## config.mk

```make
export PLATFORM = sky130hd
export DESIGN_NAME = audio_pwm_out
export DESIGN_NICKNAME = d
export VERILOG_FILES = /design/src/rtl/audio_pwm_out.sv
export SDC_FILE = /design/constraint.sdc
export NUM_CORES = 1
export LEC_CHECK = 0
export CAP_MARGIN = 20
export CORE_UTILIZATION = 45
export CTS_CLUSTER_SIZE = 20
export DETAILED_ROUTE_END_ITERATION = 12
export HOLD_SLACK_MARGIN = 0.03
export PLACE_DENSITY = 0.79
export SYNTH_ARGS = -nofsm -noshare
export SYNTH_HDL_FRONTEND = slang
export SYNTH_SLANG_ARGS = --single-unit
export TNS_END_PERCENT = 30
```

## constraint.sdc

```tcl
create_clock -name clk -period 1.51 [get_ports clk]
set_input_delay 0.2265 -clock clk [delete_from_list [all_inputs] [get_ports clk]]
set_output_delay 0.2265 -clock clk [all_outputs]
set_load 0.05 [all_outputs]
```

## src/rtl/audio_pwm_out.sv

```systemverilog
`default_nettype none
// ============================================================================
//  Module      : audio_pwm_out
//  Description : Sample-rate strobe generator, volume/mute scaling and
//                double-buffered 8-bit PWM audio output stage.
//  Revision    : 1.0 - initial release
// ============================================================================
module audio_pwm_out #(
    parameter int CLK_HZ    = 10_000_000,
    parameter int SAMPLE_HZ = 8_000
) (
    input  logic       clk,
    input  logic       nrst,
    input  logic       play,
    input  logic       mute,
    input  logic [2:0] vol,
    input  logic [7:0] sample,
    output logic       sample_en,
    output logic [7:0] duty,
    output logic       pwm_out
);

    localparam int c_div   = CLK_HZ / SAMPLE_HZ;
    localparam int c_div_w = $clog2(c_div);
    localparam logic [c_div_w-1:0] c_div_last = c_div_w'(c_div - 1);
    localparam logic [c_div_w-1:0] c_div_pre  = c_div_w'(c_div - 2);
    localparam logic [c_div_w-1:0] c_div_one  = c_div_w'(1);
    localparam logic [7:0]         c_mid      = 8'd128;

    logic [c_div_w-1:0] r_div_cnt;
    logic               r_sample_en;
    logic               r_cap_pend;
    logic [7:0]         r_pending;
    logic [7:0]         r_duty;
    logic [7:0]         r_pwm_cnt;
    logic               r_pwm_out;

    logic signed [8:0]  w_s;
    logic [3:0]         w_gain;
    logic signed [11:0] w_prod;
    logic signed [11:0] w_scaled;
    logic [7:0]         w_level;
    logic               w_unused;

    // Offset-binary to signed, scale by (vol+1)/8 with floor; result fits 8 bits.
    assign w_s      = $signed({1'b0, sample}) - 9'sd128;
    assign w_gain   = {1'b0, vol} + 4'd1;
    assign w_prod   = $signed({{3{w_s[8]}}, w_s}) * $signed({8'd0, w_gain});
    assign w_scaled = w_prod >>> 3;
    assign w_level  = w_scaled[7:0] + c_mid;
    assign w_unused = ^w_scaled[11:8];

    always_ff @(posedge clk or negedge nrst) begin
        if (!nrst) begin
            r_div_cnt   <= '0;
            r_sample_en <= 1'b0;
            r_cap_pend  <= 1'b0;
            r_pending   <= c_mid;
            r_duty      <= c_mid;
            r_pwm_cnt   <= 8'd0;
            r_pwm_out   <= 1'b0;
        end else begin
            // Strobe is registered one count early so it is high while div_cnt==DIV-1.
            if (play) begin
                r_div_cnt   <= (r_div_cnt == c_div_last) ? '0 : r_div_cnt + c_div_one;
                r_sample_en <= (r_div_cnt == c_div_pre);
            end else begin
                r_div_cnt   <= '0;
                r_sample_en <= 1'b0;
            end

            r_cap_pend <= r_sample_en;

            if (!play) begin
                r_pending <= c_mid;
            end else if (r_cap_pend) begin
                r_pending <= mute ? c_mid : w_level;
            end

            r_pwm_cnt <= r_pwm_cnt + 8'd1;

            // Duty only moves at the period boundary, so a same-cycle capture lands next period.
            if (r_pwm_cnt == 8'hFF) begin
                r_duty <= r_pending;
            end

            r_pwm_out <= (r_pwm_cnt < r_duty);
        end
    end

    assign sample_en = r_sample_en;
    assign duty      = r_duty;
    assign pwm_out   = r_pwm_out;

endmodule
`default_nettype wire

```

==> flow_summary.yaml <==
route:
  vias_per_cell: 4.958
  drt-pass1-iter-count: 4
  dr_total_vias: 2132
  routed_wl_mm: 5.480
  drc: 0
  final_antenna_net_count: 0
  avgRoutedWirePerCell_um: 12.74
  drt_iter0_drc: 74
hold_path:
  min_path_type: "reg2reg"
power:
  pwr_density_cell_mw_per_mm2: 751.7
  internal_power_mw: 2.049
  power_frac_comb: 0.354
  switching_power_mw: 0.8312
  ir_worst_vdd_v: 0.0004892
  pwr-share-clk: 0.288
  p_total_mw: 2.880
  power_leakage_nw: 1.805
  switching_share: 0.2886
  pwr-share-seq: 0.358
final_layout:
  final_cells: 430
  area_delta_synth_final_pct: 37.12
  final_layout_size_suffix_gt1_frac: 0.3324
  layout_common_cells: "buf_4, dfrtp_1, inv_1"
  nets: 412
  n_antenna_cell: 0
  fin_area_mm2: 0.003831
  layout_commonest_cell: "buf_4"
cts:
  clk_pin_slew_ns: 0.08
  cts_tree: "yes"
  cts_buffer_depth: 2
  cts_htree_levels: 2
  cts_root_buf: "clkbuf_8"
  clock-sinks: 38
  clkLatencyLatePin_ns: 0.29
  cts_buffers: 5
run:
  maxCapViolations: 0
floorplanning:
  rows: 28
  start_util: 0.4691
  core_mm2: 0.005956
  dieArea_mm2: 0.006528
  io_pins: 25
  die_w_um: 80.80
  die-height_um: 80.80
sta:
  clock_skew_ns: 0.007381
  setup_viol: 9
  fin_crit_ns: 3.094
  worst_slew_margin_rel: 0.6963
  setup_tns_ns: -11.32
  worst_slack_ns: -1.584
  grt_setup_unrepaired: "true"
  max_freq_mhz: 323.2
  slew_violations: 0
  hold_violations: 0
  max_slew.worst_pin.slew_ns: 0.4555
  fin_crit_sh: 2.049
synthesis:
  ys_types: 50
  yosys_register_bits: 38
  syn_area_mm2: 0.002794
  yosys-top-cells-area: "dfrtp_1, ha_1, fa_1"
  netlist_instances: 282
  synth.net_count: 340
  syn_area_per_cell_um2: 9.908
  synth_flop_cell: "dfrtp_1"
  synth_top_area_frac: 0.3224
  yosys.area.top_type: "dfrtp_1"
  ys_warn_count: 0
  postSynth.asyncResetShare: 1.000
  synth_edf_count: 0
  synth_seq_area_share: 0.3412
grt:
  grt_first_pass_wirelength_mm: 9.570
  grt_max_degree: 39
  antenna_found_initial: 0
  grt_use_total: 0.1880
  grt-ovfl-total: 0
  first_global_vias: 2318
critical_path:
  crit_fanout: 8
  rrSetupSlack_ns: -0.02
  slowest_delay_ns: 0.50
  critPathRequiredTime_ns: 1.68
  slowest_stage: "fa_1"
  crit_chain: "buf_8 > ha_4 > xor2_4 > and2_4 > ha_4 > inv_2 > fa_1 > fa_1 > inv_2 > ha_4 > nor2b_4 > o21ai_2 > a21oi_2 > or3_1 > a32o_1"
  cp-start-kind: "input pin"
  worstPathArrival_ns: 3.27
  endpoint_kind: "flop"
  cp_common_cell: "ha_4"
  critical_path_class: "in2reg"
outcome:
  violations: "negative setup slack"
  status: "complete, but fails checks"
placement:
  dp_cells: 419
  routabilityCongestion: 0.7740
  dpl-instance-area_mm2: 0.003525
  dpl.hpwl_mm: 4.212
  io_buffers: 24
per-layer routing:
metal / up-vias / share of wire / track usage
met2: 41 / 0.54 / 0.3610
met5: - / 0 / 0
met4: 0 / 0.0088 / 0.06071
met3: 4 / 0.026 / 0.02584
li1: 1066 / - / -
met1: 1021 / 0.42 / 0.2124
synthesized netlist by cell type (2+ instances only):
| cell | instances |
|---|---|
| xor2_1 | 9 |
| or3_1 | 2 |
| nand4b_1 | 2 |
| nand3b_1 | 2 |
| nand2b_1 | 5 |
| nand4_1 | 2 |
| dfrtp_1 | 36 |
| o21ai_1 | 9 |
| and3_1 | 6 |
| dfstp_2 | 2 |
| nor2_1 | 16 |
| nand3_1 | 8 |
| nand2_1 | 15 |
| o21ai_0 | 6 |
| buf_6 | 2 |
| and2_1 | 19 |
| a21o_1 | 4 |
| a22o_1 | 3 |
| inv_1 | 38 |
| ha_1 | 29 |
| nor2b_1 | 7 |
| a21oi_1 | 3 |
| fa_1 | 14 |
| xnor2_1 | 17 |
sequential cells by signal (all words and copies together), names as in the netlist:
signal      flops
r_pwm_cnt       8
duty            8
r_cap_pend      1
sample_en       1
r_div_cnt      11
pwm_out         1
r_pending       8
power by group through the flow:
stage	logic (mW)	registers, mW	clock network, mW
floorplan	0.617	1.05	0
global placement	0.866	1.05	0
detailed placement	0.896	1.05	0
CTS	0.968	1.03	0.846
global route	1.14	1.03	0.903
finish	1.02	1.03	0.829
cell families after synthesis:
logic type | count (synthesis) | synth area share
muxes | 2 | 0.009403
xor gates and xnor gates | 26 | 0.08151
DFF | 38 | 0.3412
buffers and inverters | 43 | 0.06493
adders and majority gates | 43 | 0.2302
and+or+nand+nor | 93 | 0.1827
AOI/OAI and AO/OA | 37 | 0.09002
final cells by class:
| type | count | area, um^2 |
|---|---|---|
| Fill cell | 482 | 2125 |
| Multi-Input combinational cell | 201 | 1941 |
| Tap cell | 75 | 93.84 |
| Clock buffer | 5 | 68.82 |
| Sequential cell | 38 | 953.4 |
| Inverter | 38 | 142.6 |
| Timing Repair Buffer | 70 | 591.8 |
| Clock inverter | 3 | 40.04 |
worst max-delay path, delay by kind of cell:
family	cells	cell delay [ns]
xor+xnor	1	0.17
fa+ha+maj	5	1.61
simple gates	3	0.61
buf+inv	3	0.18
compound gates	3	0.47
per-stage QoR:
step	hold WS, ns	worst slack (ns)	utilization
2_1_floorplan	-0.06909	-1.730	-
3_3_place_gp	0.2974	-2.300	0.5918
3_5_place_dp	0.2966	-2.379	0.5918
4_1_cts	0.3983	-1.613	0.6303
5_1_grt	0.4074	-1.699	0.6433
6_report	0.3984	-1.584	0.6433
worst paths after layout:
check	end	startpoint	cells past startpoint
setup reg to reg	pwm_out$_DFF_PN0_	duty[1]$_DFFE_PN0N_	7
max in group asynchronous	r_pending[7]$_DFFE_PN1P_	nrst	3
hold / removal	r_cap_pend$_DFF_PN0_	sample_en$_DFF_PN0_	0
setup / recovery	r_pending[5]$_DFFE_PN0P_	vol[0]	15
min in group asynchronous	r_div_cnt[3]$_DFF_PN0_	nrst	3
hold reg to reg	r_cap_pend$_DFF_PN0_	sample_en$_DFF_PN0_	0
what timing repair did:
action | in CTS | in global routing
pin swaps | 24 | 15
gates resized for setup | 35 | 14
hold buffers | 1 | 0
hold endpoints to repair | 36 | 0
setup buffers | 2 | 0
setup endpoints to repair | 19 | 21
Note: power is estimated with default switching activity, not from simulation.
